## src/rtl/crc16_frame_check_if.sv

```systemverilog
// Serial frame input and checker result bundle for crc16_frame_check.
// The slave side is the checker; the master side feeds bits and reads verdicts.
interface crc16_frame_check_if;
    logic        frame_start;
    logic        bit_in;
    logic        bit_valid;
    logic [7:0]  byte_out;
    logic        byte_valid;
    logic [15:0] crc_calc;
    logic [15:0] crc_rx;
    logic        done;
    logic        crc_ok;
    logic        len_err;
    logic        busy;

    modport master (
        output frame_start, bit_in, bit_valid,
        input  byte_out, byte_valid, crc_calc, crc_rx, done, crc_ok, len_err, busy
    );

    modport slave (
        input  frame_start, bit_in, bit_valid,
        output byte_out, byte_valid, crc_calc, crc_rx, done, crc_ok, len_err, busy
    );
endinterface

```

## src/rtl/crc16_frame_check.sv

```systemverilog
// Receive-side CRC-16 checker for a length-prefixed, MSB-first serial frame.
// Emits payload bytes and a per-frame pass/fail verdict.
module crc16_frame_check #(
    parameter logic [15:0] POLY    = 16'h8005,
    parameter logic [15:0] INIT    = 16'hFFFF,
    parameter int          MIN_LEN = 1
) (
    input  logic                 clck,
    input  logic                 start_n,
    crc16_frame_check_if.slave   bus
);

    typedef enum logic [2:0] {
        IDLE    = 3'd0,
        LEN     = 3'd1,
        PAYLOAD = 3'd2,
        CRC     = 3'd3,
        DONE    = 3'd4
    } state_t;

    localparam logic [8:0] MIN_L = 9'(MIN_LEN);

    state_t      state_q, state_d;
    logic [3:0]  bit_cnt_q, bit_cnt_d;
    logic [7:0]  byte_cnt_q, byte_cnt_d;
    logic [7:0]  len_q, len_d;
    logic [15:0] crc_q, crc_d;
    logic [7:0]  shreg_q, shreg_d;
    logic [7:0]  byte_out_q, byte_out_d;
    logic        byte_valid_q, byte_valid_d;
    logic [15:0] crc_calc_q, crc_calc_d;
    logic [15:0] crc_rx_q, crc_rx_d;
    logic        crc_ok_q, crc_ok_d;
    logic        len_err_q, len_err_d;

    logic [7:0]  len_shift;
    logic [7:0]  sh_shift;
    logic [15:0] rx_shift;
    logic [15:0] crc_step;
    logic        last_byte;

    function automatic logic [15:0] crc_upd(input logic [15:0] r, input logic b);
        logic fb;
        fb = r[15] ^ b;
        return {r[14:0], 1'b0} ^ (fb ? POLY : 16'h0000);
    endfunction

    assign len_shift = {len_q[6:0], bus.bit_in};
    assign sh_shift  = {shreg_q[6:0], bus.bit_in};
    assign rx_shift  = {crc_rx_q[14:0], bus.bit_in};
    assign crc_step  = crc_upd(crc_q, bus.bit_in);
    // 9-bit compare so L=255 terminates on byte 255 without counter wrap
    assign last_byte = ({1'b0, byte_cnt_q} + 9'd1) == {1'b0, len_q};

    always_comb begin
        state_d      = state_q;
        bit_cnt_d    = bit_cnt_q;
        byte_cnt_d   = byte_cnt_q;
        len_d        = len_q;
        crc_d        = crc_q;
        shreg_d      = shreg_q;
        byte_out_d   = byte_out_q;
        byte_valid_d = 1'b0;
        crc_calc_d   = crc_calc_q;
        crc_rx_d     = crc_rx_q;
        crc_ok_d     = crc_ok_q;
        len_err_d    = len_err_q;

        if (bus.frame_start) begin
            // Restart from any state; outside IDLE the same-cycle bit is the length MSB
            state_d    = LEN;
            bit_cnt_d  = 4'd0;
            byte_cnt_d = 8'd0;
            len_d      = 8'd0;
            crc_d      = INIT;
            crc_calc_d = 16'h0000;
            crc_rx_d   = 16'h0000;
            crc_ok_d   = 1'b0;
            len_err_d  = 1'b0;
            if (state_q != IDLE && bus.bit_valid) begin
                len_d     = {7'd0, bus.bit_in};
                bit_cnt_d = 4'd1;
            end
        end else begin
            unique case (state_q)
                IDLE: ;
                LEN: if (bus.bit_valid) begin
                    len_d = len_shift;
                    if (bit_cnt_q == 4'd7) begin
                        bit_cnt_d = 4'd0;
                        if ({1'b0, len_shift} < MIN_L) begin
                            state_d   = IDLE;
                            len_err_d = 1'b1;
                        end else if (len_shift == 8'd0) begin
                            state_d    = CRC;
                            crc_calc_d = crc_q;
                        end else begin
                            state_d = PAYLOAD;
                        end
                    end else begin
                        bit_cnt_d = bit_cnt_q + 4'd1;
                    end
                end
                PAYLOAD: if (bus.bit_valid) begin
                    crc_d   = crc_step;
                    shreg_d = sh_shift;
                    if (bit_cnt_q == 4'd7) begin
                        bit_cnt_d    = 4'd0;
                        byte_out_d   = sh_shift;
                        byte_valid_d = 1'b1;
                        byte_cnt_d   = byte_cnt_q + 8'd1;
                        if (last_byte) begin
                            state_d    = CRC;
                            crc_calc_d = crc_step;
                        end
                    end else begin
                        bit_cnt_d = bit_cnt_q + 4'd1;
                    end
                end
                CRC: if (bus.bit_valid) begin
                    crc_rx_d = rx_shift;
                    if (bit_cnt_q == 4'd15) begin
                        bit_cnt_d = 4'd0;
                        state_d   = DONE;
                        crc_ok_d  = (crc_calc_q == rx_shift);
                    end else begin
                        bit_cnt_d = bit_cnt_q + 4'd1;
                    end
                end
                DONE: state_d = IDLE;
                default: state_d = IDLE;
            endcase
        end
    end

    always_ff @(posedge clck or negedge start_n) begin
        if (!start_n) begin
            state_q      <= IDLE;
            bit_cnt_q    <= 4'd0;
            byte_cnt_q   <= 8'd0;
            len_q        <= 8'd0;
            crc_q        <= INIT;
            shreg_q      <= 8'd0;
            byte_out_q   <= 8'd0;
            byte_valid_q <= 1'b0;
            crc_calc_q   <= 16'h0000;
            crc_rx_q     <= 16'h0000;
            crc_ok_q     <= 1'b0;
            len_err_q    <= 1'b0;
        end else begin
            state_q      <= state_d;
            bit_cnt_q    <= bit_cnt_d;
            byte_cnt_q   <= byte_cnt_d;
            len_q        <= len_d;
            crc_q        <= crc_d;
            shreg_q      <= shreg_d;
            byte_out_q   <= byte_out_d;
            byte_valid_q <= byte_valid_d;
            crc_calc_q   <= crc_calc_d;
            crc_rx_q     <= crc_rx_d;
            crc_ok_q     <= crc_ok_d;
            len_err_q    <= len_err_d;
        end
    end

    assign bus.byte_out   = byte_out_q;
    assign bus.byte_valid = byte_valid_q;
    assign bus.crc_calc   = crc_calc_q;
    assign bus.crc_rx     = crc_rx_q;
    assign bus.done       = (state_q == DONE);
    assign bus.crc_ok     = crc_ok_q;
    assign bus.len_err    = len_err_q;
    assign bus.busy       = (state_q == LEN) || (state_q == PAYLOAD) || (state_q == CRC);

endmodule

```

## src/flat_wrapper.sv

```systemverilog
// flat-port wrapper written by rule: the top's interface ports become plain ports
module crc16_frame_check_flat 
#(
    parameter logic [15:0] POLY    = 16'h8005,
    parameter logic [15:0] INIT    = 16'hFFFF,
    parameter int          MIN_LEN = 1
)
  (clck, start_n, bus_frame_start, bus_bit_in, bus_bit_valid, bus_byte_out, bus_byte_valid, bus_crc_calc, bus_crc_rx, bus_done, bus_crc_ok, bus_len_err, bus_busy);
  crc16_frame_check_if bus_i ();
  input  logic clck;
  input  logic start_n;
  input wire logic [$bits(bus_i.frame_start)-1:0] bus_frame_start;
  input wire logic [$bits(bus_i.bit_in)-1:0] bus_bit_in;
  input wire logic [$bits(bus_i.bit_valid)-1:0] bus_bit_valid;
  output wire logic [$bits(bus_i.byte_out)-1:0] bus_byte_out;
  output wire logic [$bits(bus_i.byte_valid)-1:0] bus_byte_valid;
  output wire logic [$bits(bus_i.crc_calc)-1:0] bus_crc_calc;
  output wire logic [$bits(bus_i.crc_rx)-1:0] bus_crc_rx;
  output wire logic [$bits(bus_i.done)-1:0] bus_done;
  output wire logic [$bits(bus_i.crc_ok)-1:0] bus_crc_ok;
  output wire logic [$bits(bus_i.len_err)-1:0] bus_len_err;
  output wire logic [$bits(bus_i.busy)-1:0] bus_busy;
  assign bus_i.frame_start = bus_frame_start;
  assign bus_i.bit_in = bus_bit_in;
  assign bus_i.bit_valid = bus_bit_valid;
  assign bus_byte_out = bus_i.byte_out;
  assign bus_byte_valid = bus_i.byte_valid;
  assign bus_crc_calc = bus_i.crc_calc;
  assign bus_crc_rx = bus_i.crc_rx;
  assign bus_done = bus_i.done;
  assign bus_crc_ok = bus_i.crc_ok;
  assign bus_len_err = bus_i.len_err;
  assign bus_busy = bus_i.busy;
  crc16_frame_check #(.POLY(POLY), .INIT(INIT), .MIN_LEN(MIN_LEN)) u_core (.clck(clck), .start_n(start_n), .bus(bus_i));
endmodule
```

## config.mk

```make
export PLATFORM = sky130hd
export DESIGN_NAME = crc16_frame_check_flat
export DESIGN_NICKNAME = d
export VERILOG_FILES = /design/src/rtl/crc16_frame_check_if.sv /design/src/rtl/crc16_frame_check.sv /design/src/flat_wrapper.sv
export SDC_FILE = /design/constraint.sdc
export NUM_CORES = 1
export LEC_CHECK = 0
export ABC_AREA = 1
export CELL_PAD_IN_SITES_DETAIL_PLACEMENT = 1
export CELL_PAD_IN_SITES_GLOBAL_PLACEMENT = 1
export CORE_MARGIN = 2
export CORE_UTILIZATION = 45
export CTS_CLUSTER_SIZE = 8
export DETAILED_ROUTE_END_ITERATION = 16
export GPL_TIMING_DRIVEN = 0
export PLACE_DENSITY = 0.86
export SYNTH_ARGS = -nofsm -noshare
export SYNTH_HDL_FRONTEND = slang
export SYNTH_SLANG_ARGS = --single-unit
export TNS_END_PERCENT = 10
```

## constraint.sdc

```tcl
create_clock -name clck -period 5.5 [get_ports clck]
set_input_delay 0.55 -clock clck [delete_from_list [all_inputs] [get_ports clck]]
set_output_delay 0.55 -clock clck [all_outputs]
set_load 0.1 [all_outputs]
```

**Word level (Yosys, flattened, before mapping)**

Cells that the tools add are included.

- Output and inout bits: 45
- Input port bits: 5
- Register bits after elaboration: 89

- Bitwise logic cells: 3
- Equal/unequal tests: 19
- Multiplexer cells: 55
- Magnitude comparators: 1
- Reduce and logical (&&, ||, !) cells: 27
- $add $sub $neg: 3

Operator list:

| operator | number |
|---|---|
| $mux 16 | 15 |
| $mux 8 | 7 |
| $pmux 16 s2 | 1 |
| $mux 3 | 9 |
| $mux 4 | 5 |
| $eq 16x16->1 | 1 |
| $mux 1 | 16 |
| $reduce_and 8->1 | 2 |
| $xor 16x16->16 | 1 |
| $ne 3x2->1 const B | 5 |
| $reduce_bool 2->1 | 7 |
| $ne 3x3->1 const B | 4 |
| $pmux 3 s4 | 1 |
| $reduce_and 3->1 | 4 |
| $add 8x1->9 const B | 1 |
| $eq 9x8->1 | 1 |
| $reduce_bool 3->1 | 3 |
| $add 8x1->8 const B | 1 |
| $logic_not 8->1 | 1 |
| $lt 8x1->1 const B | 1 |
| $pmux 4 s2 | 1 |
| $reduce_and 4->1 | 2 |
| $eq 3x2->1 const B | 2 |
| $reduce_and 2->1 | 3 |
| other kinds (13) | 14 |

**Longest topological paths before layout**

Gate-level depths: netlist of run 1.

- Depth in word-level cells: 8
- Depth in mapped cells: 15

**Least setup slack after synthesis of run 1**

No wires, ideal clock.

- Path kind: flip-flop to output port
- Start point: reg u_core.state_q[0]
- End point: out bus_done
- Stages on the path, launching flop included: 4
- Arrival time: 1.807 ns
- Buffers on the path: 0
- Data required time: 4.950 ns
- Path slack: 3.143 ns
- Cells stage by stage: dfrtp_1 > inv_1 > nand2_1 > nor2_1

- Longest elaborated chain between the ends: 1

Ends and longest elaborated chain:

| element | RTL line | text |
|---|---|---|
| from (decl) | crc16_frame_check.sv:23 | `state_t state_q, state_d;` |
| from (signal assigned) | crc16_frame_check.sv:151 | `state_q <= state_d;` |
| $eq 3x3->1 | crc16_frame_check.sv:170 | `assign bus.done = (state_q == DONE);` |
| to (decl) | flat_wrapper.sv:19 | `output wire logic [$bits(bus_i.done)-1:0] bus_done;` |

No other way between the ends.

**Worst setup path in the final report of run 1**

- Start point: reg u_core.state_q[1]
- End point: out bus_done

The elaborated chain is that of the path after synthesis.

==> results of run 1 <==
[per-stage QoR]
step,hold WS [ns],power (mW)
detailed placement,0.467,1.61
finish,0.139,2.11
global placement,0.459,1.58
global route,0.181,2.21
CTS,0.150,2.12
floorplan,0.254,1.40
[cell usage after synthesis, types with 2 or more instances]
cell type and n:
inv_2 2, o2111ai_1 2, a21oi_1 6, nor3_1 3, xnor2_1 7, nand4_1 3
buf_4 2, ha_1 2, xor2_1 3, nor2_2 3, buf_2 6, clkbuf_1 6
nor2_1 14, nand2_1 112, nand2_8 2, o21ai_0 42, nand3_1 49, a211oi_1 2
a22oi_1 15, buf_6 2, o22ai_1 32, dfrtp_1 73, nor2_4 4, a31oi_1 2
nand2_2 8, dfstp_2 16, inv_1 71
[cells by family (layout without fill, tap and decap cells)]
logic type               count (synthesis)  in the layout  synth area share (%)
AO/OA/AOI/OAI                          106            106                  14.9
XOR/XNOR                                10             10                  2.04
adder cells (fa/ha/maj)                  2              2                 0.584
buffers and inverters                   91            155                  8.70
flip-flops                              89             89                  52.4
AND/OR/NAND/NOR                        199            199                  21.4
[where the power goes]
part           switching [mW]  internal, mW
Clock                   0.252         0.259
Sequential             0.0882         0.739
Combinational           0.582         0.192
[worst max-delay path: stages, from the launching register on]
cell,delay (ns)
dfrtp_1,0.45
inv_1,0.14
nand2_1,0.09
nor2_1,0.17
clkdlybuf4s50_1,1.16
[worst paths after layout]
check / start / end
min: start_n / u_core.byte_cnt_q[3]
min reg2reg: u_core.bus.byte_out[7] / u_core.bus.byte_out[7]
max in group asynchronous: start_n / u_core.bus.crc_rx[15]
max: u_core.state_q[1] / bus_done
min in group clck: bus_frame_start / u_core.bus.len_err
max reg2reg: u_core.bit_cnt_q[0] / u_core.bus.crc_calc[7]
[routing by layer]
| layer | vias to the layer above | share of wire (%) | wire length [um] |
|---|---|---|---|
| met3 | 24 | 4.0 | 462 |
| met2 | 80 | 48 | 5540 |
| met1 | 1833 | 46 | 5270 |
| li1 | 1763 | - | - |
| met5 | - | 0 | 0 |
| met4 | 0 | 2.2 | 252 |
[registers in the layout, summed over array words and instances (netlist names)]
name	count
u_core.bus.byte_valid	1
u_core.len_q	8
u_core.bus.crc_calc	16
u_core.bus.crc_rx	16
u_core.shreg_q	7
u_core.byte_cnt_q	8
u_core.bus.byte_out	8
u_core.bus.crc_ok	1
u_core.bit_cnt_q	4
u_core.state_q	3
u_core.crc_q	16
u_core.bus.len_err	1
[cells in the final DEF (no fill, tap or decap), types with 3 or more instances in the layout]
cell type	instances
nor2_1	14
a22oi_1	15
o22ai_1	32
nand3_1	49
nor2_4	4
o21ai_0	42
buf_2	6
nand4_1	3
clkdlybuf4s50_1	46
inv_1	71
buf_4	3
xnor2_1	7
nor3_1	3
xor2_1	3
nand2_2	8
a21oi_1	6
clkbuf_1	7
dfstp_2	16
nor2_2	3
dfrtp_1	73
nand2_1	112
clkbuf_8	9
[final cells by class]
class | instances | area [um^2] | area share, %
timing repair buffer | 48 | 495 | 9.60
inverter | 74 | 278 | 5.38
clock inverter | 6 | 92.6 | 1.79
sequential | 89 | 2250 | 43.5
tap | 129 | 161 | 3.13
multi-input combinational | 317 | 1670 | 32.3
buffer | 17 | 95.1 | 1.84
clock buffer | 10 | 128 | 2.47
==> flow_results.xml, run 1 <==
<?xml version="1.0" encoding="UTF-8"?>
<metrics>
  <group name="setup_path">
    <metric name="end_kind" unit="">output pin</metric>
    <metric name="r2r.worst_path.cells" unit="">13</metric>
    <metric name="r2r_slack" unit="ns">3.33</metric>
    <metric name="worst-path-max-fanout" unit="">4</metric>
    <metric name="worstPathRequired" unit="ns">4.95</metric>
    <metric name="worstSetupStartpointType" unit="">flip-flop</metric>
    <metric name="critPathKind" unit="">reg -&gt; out</metric>
    <metric name="arrival" unit="ns">2.38</metric>
  </group>
  <group name="final_layout">
    <metric name="fin_area" unit="um^2">5160</metric>
    <metric name="insertedDiodeCount" unit="">0</metric>
    <metric name="fillerInstances" unit="">1123</metric>
    <metric name="layoutNonFillerInstCount" unit="">690</metric>
    <metric name="fraction_of_layout_instances_using_a_drive_strength_above_1" unit="%">11.4</metric>
    <metric name="finalCoreUtilization" unit="%">55.9</metric>
    <metric name="nNetsFinal" unit="">563</metric>
    <metric name="syn_to_final_growth" unit="%">20.5</metric>
  </group>
  <group name="worst_hold_path">
    <metric name="hp-class" unit="">in -&gt; async</metric>
  </group>
  <group name="synth">
    <metric name="mappedNetlistArea" unit="um^2">4290</metric>
    <metric name="post-synth-top-area-fraction" unit="%">42.6</metric>
    <metric name="synthCells" unit="">497</metric>
    <metric name="synth_edf_count" unit="">0</metric>
    <metric name="yosys_warn_count" unit="">0</metric>
    <metric name="synth_area_leaders" unit="">dfrtp_1, dfstp_2, nand2_1, inv_1, nand3_1</metric>
    <metric name="synth_top_area_cell" unit="">dfrtp_1</metric>
    <metric name="synth.lib_cells_used.distinct" unit="">35</metric>
    <metric name="ys_seq_elements" unit="">89</metric>
    <metric name="synth.avg_cell_area" unit="um^2">8.62</metric>
    <metric name="yosys_most_used_dff" unit="">dfrtp_1</metric>
    <metric name="synth_fp_nets" unit="">504</metric>
    <metric name="synth_seq_area_share" unit="%">52.4</metric>
    <metric name="share_of_flip_flops_with_an_asynchronous_set_or_reset_after_synthesis" unit="%">100</metric>
  </group>
  <group name="timing">
    <metric name="setup-violations-final" unit="">0</metric>
    <metric name="report.final.hold_viol_count" unit="">0</metric>
    <metric name="tightestPinTransition" unit="ns">0.999</metric>
    <metric name="timing.final.ws_setup" unit="ns">2.57</metric>
    <metric name="setup-tns-final" unit="ns">0</metric>
    <metric name="timing.slew.headroom" unit="%">33.2</metric>
    <metric name="grt_setup_unrepaired" unit="">false</metric>
    <metric name="finalClockSkew" unit="ns">0.0166</metric>
    <metric name="max_freq" unit="GHz">0.341</metric>
    <metric name="post-route-period-util" unit="%">53.3</metric>
    <metric name="finalCriticalPeriod" unit="ns">2.93</metric>
    <metric name="final-max-slew-violation-count" unit="">0</metric>
  </group>
  <group name="route">
    <metric name="route.final.wire_length" unit="mm">11.5</metric>
    <metric name="detailedRoute.firstPassIterationCount" unit="">4</metric>
    <metric name="drt-initial-drc-count" unit="">126</metric>
    <metric name="viasPerCell" unit="">5.36</metric>
    <metric name="routed_wire_length_per_instance" unit="um">16.7</metric>
    <metric name="dr_total_vias" unit="">3700</metric>
    <metric name="drc_errors" unit="">0</metric>
    <metric name="postRouteAntennaNets" unit="">0</metric>
  </group>
  <group name="job">
    <metric name="max_cap_violations" unit="">0</metric>
  </group>
  <group name="clocking">
    <metric name="cts_repair_resize_count" unit="">0</metric>
    <metric name="post_cts.repair.setup_buffers" unit="">0</metric>
    <metric name="cts_max_level" unit="">3</metric>
    <metric name="worstSkewPairLatency" unit="ns">0.38</metric>
    <metric name="ctsLongestPathBuffers" unit="">2</metric>
    <metric name="root_driver" unit="">clkbuf_8</metric>
    <metric name="cts_inserted_buffers" unit="">9</metric>
    <metric name="cts_tree" unit="">done</metric>
    <metric name="cts_sinks" unit="">89</metric>
    <metric name="ctsHoldBuffers" unit="">0</metric>
    <metric name="path_clk_slew" unit="ns">0.10</metric>
  </group>
  <group name="place">
    <metric name="cell_total_after_placement" unit="">674</metric>
    <metric name="place_ws" unit="ns">3.04</metric>
    <metric name="detailed_place_hpwl" unit="mm">8.49</metric>
    <metric name="place.port_buffers" unit="">47</metric>
    <metric name="globalplace.congestion" unit="">0.860</metric>
    <metric name="placedInstanceArea" unit="um^2">4940</metric>
  </group>
  <group name="power">
    <metric name="leakage" unit="nW">2.36</metric>
    <metric name="power_per_cell_area" unit="nW/um^2">409</metric>
    <metric name="ir_drop" unit="uV">272</metric>
  </group>
  <group name="global_route">
    <metric name="grt_util_all_layers" unit="%">24.1</metric>
    <metric name="grtUsageMet3" unit="%">3.24</metric>
    <metric name="first_global_vias" unit="">3935</metric>
    <metric name="antenna_violations_before_repair" unit="">0</metric>
    <metric name="grt_pass1_wl" unit="mm">19.3</metric>
    <metric name="layer_with_the_highest_usage_after_global_routing" unit="">met2</metric>
    <metric name="global_route.usage.met2" unit="%">38.8</metric>
    <metric name="groute.layer.met1.usage" unit="%">32.5</metric>
    <metric name="grt_overflow" unit="">0</metric>
    <metric name="grt_start_max_net_pins" unit="">50</metric>
  </group>
  <group name="floorplanning">
    <metric name="design.die.area" unit="um^2">10300</metric>
    <metric name="io_pins" unit="">50</metric>
    <metric name="floorplan.die.width" unit="um">102</metric>
    <metric name="fp-row-count" unit="">35</metric>
    <metric name="starting_density_of_the_core" unit="%">46.4</metric>
    <metric name="core_area" unit="um^2">9240</metric>
    <metric name="die-height" unit="um">102</metric>
  </group>
  <group name="outcome">
    <metric name="outcome" unit="">completed</metric>
  </group>
</metrics>
Note: power is estimated with default switching activity, not from simulation.
==> inputs of run 2 (changes only) <==
--- a/config.mk
+++ b/config.mk
@@ -9,11 +9,11 @@
 export CELL_PAD_IN_SITES_DETAIL_PLACEMENT = 1
 export CELL_PAD_IN_SITES_GLOBAL_PLACEMENT = 1
 export CORE_MARGIN = 2
-export CORE_UTILIZATION = 45
+export CORE_UTILIZATION = 42
 export CTS_CLUSTER_SIZE = 8
 export DETAILED_ROUTE_END_ITERATION = 16
 export GPL_TIMING_DRIVEN = 0
-export PLACE_DENSITY = 0.86
+export PLACE_DENSITY = 0.81
 export SYNTH_ARGS = -nofsm -noshare
 export SYNTH_HDL_FRONTEND = slang
 export SYNTH_SLANG_ARGS = --single-unit
==> constraint.sdc (replaced) <==
create_clock -name clck -period 2.95 [get_ports clck]
set_input_delay 0.295 -clock clck [delete_from_list [all_inputs] [get_ports clck]]
set_output_delay 0.295 -clock clck [all_outputs]
set_load 0.1 [all_outputs]
==> run 2 against run 1 <==
Against the previous run: combinational power up 86%; routed wire length down 3.5%; sequential power up 85%; sequential share of layout area unchanged.
==> flow_results.xml, run 2 (same netlist as run 1, synthesis figures left out) <==
<?xml version="1.0" encoding="UTF-8"?>
<metrics>
  <group name="place">
    <metric name="cell_total_after_placement" unit="">678</metric>
    <metric name="place.port_buffers" unit="">47</metric>
    <metric name="globalplace.congestion" unit="">0.840</metric>
    <metric name="detailed_place_hpwl" unit="mm">8.41</metric>
  </group>
  <group name="timing">
    <metric name="whs" unit="ns">0.199</metric>
    <metric name="finalClockSkew" unit="ns">0.00818</metric>
    <metric name="final-max-slew-violation-count" unit="">0</metric>
    <metric name="report.final.hold_viol_count" unit="">0</metric>
    <metric name="grt_setup_unrepaired" unit="">false</metric>
    <metric name="max_freq" unit="GHz">0.385</metric>
    <metric name="setup-violations-final" unit="">0</metric>
    <metric name="tightestPinTransition" unit="ns">0.995</metric>
    <metric name="timing.slew.headroom" unit="%">33.5</metric>
    <metric name="finalCriticalPeriod" unit="ns">2.60</metric>
    <metric name="post-route-period-util" unit="%">88.1</metric>
  </group>
  <group name="route">
    <metric name="route.final.wire_length" unit="mm">11.1</metric>
    <metric name="routed_wire_length_per_instance" unit="um">16.0</metric>
    <metric name="dr_total_vias" unit="">3621</metric>
    <metric name="drt-initial-drc-count" unit="">105</metric>
    <metric name="viasPerCell" unit="">5.21</metric>
    <metric name="postRouteAntennaNets" unit="">0</metric>
    <metric name="detailedRoute.firstPassIterationCount" unit="">6</metric>
    <metric name="drc_errors" unit="">0</metric>
  </group>
  <group name="power">
    <metric name="p_clk_share" unit="%">22.7</metric>
    <metric name="p_switching" unit="mW">1.67</metric>
    <metric name="cellInternalPower" unit="mW">2.17</metric>
    <metric name="netSwitchingFraction" unit="%">43.4</metric>
    <metric name="ir_drop" unit="uV">380</metric>
    <metric name="power_per_cell_area" unit="nW/um^2">744</metric>
    <metric name="leakage" unit="nW">2.37</metric>
    <metric name="power.sequential.fraction" unit="%">39.8</metric>
    <metric name="comb_pwr_share" unit="%">37.5</metric>
  </group>
  <group name="clocking">
    <metric name="cts_sinks" unit="">89</metric>
    <metric name="worstSkewPairLatency" unit="ns">0.36</metric>
    <metric name="ctsLongestPathBuffers" unit="">2</metric>
    <metric name="cts_max_level" unit="">3</metric>
    <metric name="root_driver" unit="">clkbuf_8</metric>
    <metric name="post_cts.repair.setup_buffers" unit="">0</metric>
    <metric name="cts_inserted_buffers" unit="">9</metric>
    <metric name="path_clk_slew" unit="ns">0.09</metric>
    <metric name="cts_tree" unit="">done</metric>
  </group>
  <group name="setup_path">
    <metric name="cp.depth" unit="">4</metric>
    <metric name="critical-path-top-delay-family" unit="">buffers and inverters</metric>
    <metric name="cp_slowest_stage_delay" unit="ns">1.16</metric>
    <metric name="crit_path_cell_trace" unit="">inv_1 &gt; nand2_1 &gt; nor2_1 &gt; clkdlybuf4s50_1</metric>
    <metric name="regToRegEndpoint" unit="">u_core.bus.crc_calc[7]</metric>
    <metric name="crit_buf_inv" unit="">2</metric>
    <metric name="r2r_slack" unit="ns">0.77</metric>
    <metric name="worstSetupStartpointType" unit="">flip-flop</metric>
    <metric name="worst-path-max-fanout" unit="">5</metric>
    <metric name="worstPathRequired" unit="ns">2.65</metric>
    <metric name="arrival" unit="ns">2.31</metric>
    <metric name="worst_path_max_delay_cell" unit="">clkdlybuf4s50_1</metric>
    <metric name="end_kind" unit="">output pin</metric>
    <metric name="critPathKind" unit="">reg -&gt; out</metric>
    <metric name="crit-reg2reg-launch" unit="">u_core.bit_cnt_q[0]</metric>
    <metric name="r2r.worst_path.cells" unit="">13</metric>
  </group>
  <group name="final_layout">
    <metric name="fraction_of_layout_instances_using_a_drive_strength_above_1" unit="%">11.6</metric>
    <metric name="insertedDiodeCount" unit="">0</metric>
    <metric name="nNetsFinal" unit="">564</metric>
    <metric name="layout_commonest_cell" unit="">nand2_1</metric>
    <metric name="finalCoreUtilization" unit="%">52.6</metric>
    <metric name="layoutNonFillerInstCount" unit="">695</metric>
    <metric name="layout_common_cells" unit="">nand2_1, dfrtp_1, inv_1</metric>
    <metric name="syn_to_final_growth" unit="%">20.5</metric>
  </group>
  <group name="global_route">
    <metric name="first_global_vias" unit="">3857</metric>
    <metric name="grt_overflow" unit="">0</metric>
    <metric name="grt_start_max_net_pins" unit="">64</metric>
    <metric name="antenna_violations_before_repair" unit="">0</metric>
    <metric name="grt_util_all_layers" unit="%">21.3</metric>
    <metric name="grt_pass1_wl" unit="mm">18.9</metric>
  </group>
  <group name="floorplanning">
    <metric name="io_pins" unit="">50</metric>
    <metric name="die-height" unit="um">105</metric>
    <metric name="fp-row-count" unit="">36</metric>
    <metric name="floorplan.die.width" unit="um">105</metric>
    <metric name="starting_density_of_the_core" unit="%">43.6</metric>
    <metric name="design.die.area" unit="um^2">11000</metric>
    <metric name="core_area" unit="um^2">9820</metric>
  </group>
  <group name="worst_hold_path">
    <metric name="whs_path_depth" unit="">2</metric>
    <metric name="min-delay-start" unit="">bus_frame_start</metric>
    <metric name="worst_hold_path.endpoint" unit="">u_core.bit_cnt_q[1]</metric>
    <metric name="hp-class" unit="">in -&gt; reg</metric>
  </group>
  <group name="outcome">
    <metric name="outcome" unit="">completed</metric>
  </group>
  <group name="job">
    <metric name="max_cap_violations" unit="">0</metric>
  </group>
</metrics>
[run 2: changes by cell type in the layout (fill, tap and decap cells not counted), sizes merged]
cell	previous run	this run
bufinv	2	1
clkbuf	17	18
clkinv	3	5
clkinvlp	1	0
dlygate4sd3	0	1
inv	74	73
[run 2: timing repair]
item                                   in CTS  in global routing
hold buffers                                1                  0
resized for setup                           0                  0
endpoints found under the hold margin      10                  0
[run 2: per-layer routing]
metal | routed length (um) | track usage [%]
met5 | 0 | 0
met4 | 152 | 7.14
met3 | 178 | 2.50
met2 | 5480 | 35.9
met1 | 5300 | 28.5
[run 2: worst max path at each step]
stage | start | endpoint | slack (ns)
3_5_place_dp | u_core.state_q[0] | bus_done | 0.78
4_1_cts | u_core.state_q[0] | bus_done | 0.37
5_1_grt | u_core.state_q[0] | bus_done | 0.30
3_3_place_gp | start_n | u_core.bus.crc_rx[10] | -1.63
6_report | u_core.state_q[0] | bus_done | 0.35
2_1_floorplan | u_core.state_q[0] | bus_done | 0.85
[run 2: cell type report]
cell class,count,area [um^2]
fillers,1210,4660
well taps,133,166
clock buffers,11,151
clock inverters,5,53.8
repair buffers,49,505
flip-flops and latches,89,2250
multi-input cells,317,1670
inverters,74,278
plain buffers,17,95.1
[run 2: through the flow]
| stage | TNS (ns) | setup WS (ns) | power (mW) | cell area, um^2 |
|---|---|---|---|---|
| floorplan | 0 | 0.848 | 2.60 | 4290 |
| global route | 0 | 0.297 | 4.03 | 5160 |
| CTS | 0 | 0.369 | 3.87 | 5160 |
| detailed placement | 0 | 0.778 | 3.00 | 4950 |
| global placement | -127.83 | -1.63 | 2.95 | 4920 |
| finish | 0 | 0.350 | 3.84 | 5160 |
[run 2: power by group through the flow]
stage | combinational [mW] | sequential (mW) | clock, mW
after floorplan | 0.529 | 2.07 | 0
after global routing | 1.54 | 1.55 | 0.934
final | 1.44 | 1.53 | 0.870
after detailed placement | 1.44 | 1.55 | 0
after CTS | 1.45 | 1.53 | 0.894
after global placement | 1.40 | 1.54 | 0
[run 2: worst reg2reg max path: stages (launching register included)]
cell and delay (ns):
dfrtp_1 0.41, ha_1 0.21, nand2_1 0.10, nor2_2 0.23
nand3_1 0.11, nor2_1 0.16, nand3_1 0.12, nor2_1 0.15
nand2_2 0.10, nand2_8 0.12, nand2_8 0.08, buf_6 0.15
nand2_1 0.07, nand2_1 0.05
==> inputs of run 3 (changes only) <==
--- a/config.mk
+++ b/config.mk
@@ -14,7 +14,8 @@
 export DETAILED_ROUTE_END_ITERATION = 16
 export GPL_TIMING_DRIVEN = 0
 export PLACE_DENSITY = 0.81
+export SETUP_SLACK_MARGIN = 0.5
 export SYNTH_ARGS = -nofsm -noshare
 export SYNTH_HDL_FRONTEND = slang
 export SYNTH_SLANG_ARGS = --single-unit
-export TNS_END_PERCENT = 10
+export TNS_END_PERCENT = 1
==> run 3 against run 2 <==
Against the previous run: via count unchanged; global-route usage did not move; register-to-register slack is essentially flat; cell count unchanged; sequential cell count is the same; final area about the same; first-iteration DRC count is 1.9% lower; clock skew about the same; die area unchanged; critical path type unchanged.
==> flow_results.xml, run 3 (same netlist as run 1, synthesis figures left out) <==
<?xml version="1.0" encoding="UTF-8"?>
<metrics>
  <group name="outcome">
    <metric name="outcome" unit="">completed</metric>
  </group>
  <group name="final_layout">
    <metric name="fraction_of_layout_instances_using_a_drive_strength_above_1" unit="%">11.6</metric>
    <metric name="layout_common_cells" unit="">nand2_1, dfrtp_1, inv_1</metric>
    <metric name="nNetsFinal" unit="">564</metric>
    <metric name="insertedDiodeCount" unit="">0</metric>
    <metric name="fin_area" unit="um^2">5160</metric>
    <metric name="syn_to_final_growth" unit="%">20.5</metric>
    <metric name="layoutNonFillerInstCount" unit="">695</metric>
    <metric name="layout_commonest_cell" unit="">nand2_1</metric>
  </group>
  <group name="clocking">
    <metric name="cts_tree" unit="">done</metric>
    <metric name="post_cts.repair.setup_buffers" unit="">0</metric>
    <metric name="cts_sinks" unit="">89</metric>
    <metric name="cts_inserted_buffers" unit="">9</metric>
    <metric name="path_clk_slew" unit="ns">0.09</metric>
    <metric name="ctsLongestPathBuffers" unit="">2</metric>
    <metric name="worstSkewPairLatency" unit="ns">0.36</metric>
    <metric name="root_driver" unit="">clkbuf_8</metric>
    <metric name="cts_max_level" unit="">3</metric>
  </group>
  <group name="setup_path">
    <metric name="regToRegEndpoint" unit="">u_core.bus.crc_calc[7]</metric>
    <metric name="arrival" unit="ns">2.02</metric>
    <metric name="worstPathRequired" unit="ns">2.65</metric>
    <metric name="crit-reg2reg-launch" unit="">u_core.bit_cnt_q[0]</metric>
    <metric name="critPathKind" unit="">reg -&gt; out</metric>
    <metric name="r2r.worst_path.cells" unit="">13</metric>
    <metric name="worstSetupStartpointType" unit="">flip-flop</metric>
    <metric name="crit_end" unit="">bus_done</metric>
    <metric name="r2r_slack" unit="ns">0.77</metric>
    <metric name="end_kind" unit="">output pin</metric>
    <metric name="worst-path-max-fanout" unit="">5</metric>
    <metric name="critical_path.startpoint" unit="">u_core.state_q[0]</metric>
  </group>
  <group name="power">
    <metric name="leakage" unit="nW">2.38</metric>
    <metric name="comb_pwr_share" unit="%">37.5</metric>
    <metric name="power_per_cell_area" unit="nW/um^2">743</metric>
    <metric name="p_clk_share" unit="%">22.7</metric>
    <metric name="p_switching" unit="mW">1.67</metric>
    <metric name="cellInternalPower" unit="mW">2.17</metric>
    <metric name="power.sequential.fraction" unit="%">39.8</metric>
    <metric name="netSwitchingFraction" unit="%">43.4</metric>
    <metric name="ir_drop" unit="uV">380</metric>
  </group>
  <group name="route">
    <metric name="route.final.wire_length" unit="mm">11.1</metric>
    <metric name="dr_total_vias" unit="">3621</metric>
    <metric name="drc_errors" unit="">0</metric>
    <metric name="postRouteAntennaNets" unit="">0</metric>
    <metric name="drt-initial-drc-count" unit="">103</metric>
    <metric name="viasPerCell" unit="">5.21</metric>
    <metric name="detailedRoute.firstPassIterationCount" unit="">6</metric>
    <metric name="routed_wire_length_per_instance" unit="um">16.0</metric>
  </group>
  <group name="place">
    <metric name="globalplace.congestion" unit="">0.840</metric>
    <metric name="cell_total_after_placement" unit="">678</metric>
    <metric name="place.port_buffers" unit="">47</metric>
    <metric name="detailed_place_hpwl" unit="mm">8.41</metric>
    <metric name="placedInstanceArea" unit="um^2">4950</metric>
  </group>
  <group name="global_route">
    <metric name="grt_util_all_layers" unit="%">21.3</metric>
    <metric name="grt_start_max_net_pins" unit="">64</metric>
    <metric name="first_global_vias" unit="">3857</metric>
    <metric name="grt_pass1_wl" unit="mm">18.9</metric>
    <metric name="grt_overflow" unit="">0</metric>
    <metric name="antenna_violations_before_repair" unit="">0</metric>
  </group>
  <group name="job">
    <metric name="max_cap_violations" unit="">0</metric>
  </group>
  <group name="timing">
    <metric name="finalCriticalPeriod" unit="ns">2.31</metric>
    <metric name="tightestPinTransition" unit="ns">0.995</metric>
    <metric name="max_freq" unit="GHz">0.433</metric>
    <metric name="grt_setup_unrepaired" unit="">false</metric>
    <metric name="report.final.hold_viol_count" unit="">0</metric>
    <metric name="post-route-period-util" unit="%">78.3</metric>
    <metric name="finalClockSkew" unit="ns">0.00818</metric>
    <metric name="setup-violations-final" unit="">0</metric>
    <metric name="timing.slew.headroom" unit="%">33.5</metric>
    <metric name="final-max-slew-violation-count" unit="">0</metric>
  </group>
  <group name="floorplanning">
    <metric name="core_area" unit="um^2">9820</metric>
    <metric name="starting_density_of_the_core" unit="%">43.6</metric>
    <metric name="fp-row-count" unit="">36</metric>
    <metric name="die-height" unit="um">105</metric>
    <metric name="floorplan.die.width" unit="um">105</metric>
    <metric name="design.die.area" unit="um^2">11000</metric>
    <metric name="io_pins" unit="">50</metric>
  </group>
  <group name="worst_hold_path">
    <metric name="hp-class" unit="">in -&gt; reg</metric>
  </group>
</metrics>
==> run 3: power groups by stage <==
stage | registers, mW | logic (mW) | clock network [mW]
after floorplan | 2.07 | 0.529 | 0
after global placement | 1.54 | 1.40 | 0
after detailed placement | 1.55 | 1.44 | 0
after CTS | 1.53 | 1.45 | 0.894
after global routing | 1.55 | 1.54 | 0.934
final | 1.53 | 1.44 | 0.870
==> run 3: how the worst min path moves through the flow <==
| stage | from | to | slack (ns) | cells past startpoint |
|---|---|---|---|---|
| after detailed placement | start_n | u_core.bus.byte_out[4] | 0.24 | 1 |
| after global placement | u_core.state_q[0] | u_core.state_q[0] | 0.46 | 2 |
| after global routing | bus_frame_start | u_core.bit_cnt_q[1] | 0.19 | 2 |
| after CTS | bus_frame_start | u_core.bit_cnt_q[1] | 0.18 | 2 |
| final | bus_frame_start | u_core.bit_cnt_q[1] | 0.20 | 2 |
| after floorplan | start_n | u_core.bit_cnt_q[0] | -0.0006 | 0 |
==> run 3: what timing repair did <==
item                       in CTS  in global routing
hold endpoints to repair       10                  0
hold buffers                    1                  0
setup endpoints to repair       2                  1
gates resized for setup         1                  1
==> run 3: routing by layer <==
metal | vias to the layer above | part of all wire, % | GRT usage, %
met4 | 0 | 1.4 | 7.14
met2 | 34 | 49 | 35.9
met3 | 12 | 1.5 | 2.50
met1 | 1805 | 48 | 28.5
met5 | - | 0 | 0
li1 | 1770 | - | -
==> run 3: metrics by stage <==
step	utilization, %	power [mW]	setup TNS, ns	hold slack (ns)	worst slack, ns
after global placement	50.1	2.95	-127.83	0.461	-1.63
after CTS	52.6	3.87	0	0.184	0.378
after detailed placement	50.4	3.00	0	0.235	0.778
after floorplan	-	2.60	0	-0.000591	0.848
after global routing	52.6	4.03	0	0.194	0.568
final	52.6	3.84	0	0.199	0.639
==> run 3: layout make-up <==
type	count	area, um^2
plain buffers	17	95.1
clock buffers	11	151
clock inverters	5	53.8
fillers	1211	4660
inverters	74	278
multi-input cells	317	1670
flip-flops and latches	89	2250
well taps	133	166
repair buffers	49	507
==> run 3: critical path, cell delays in order (launching register included) <==
cell           delay, ns
dfrtp_1             0.39
inv_1               0.15
nand2_1             0.09
nor2_1              0.15
dlygate4sd2_1       0.87
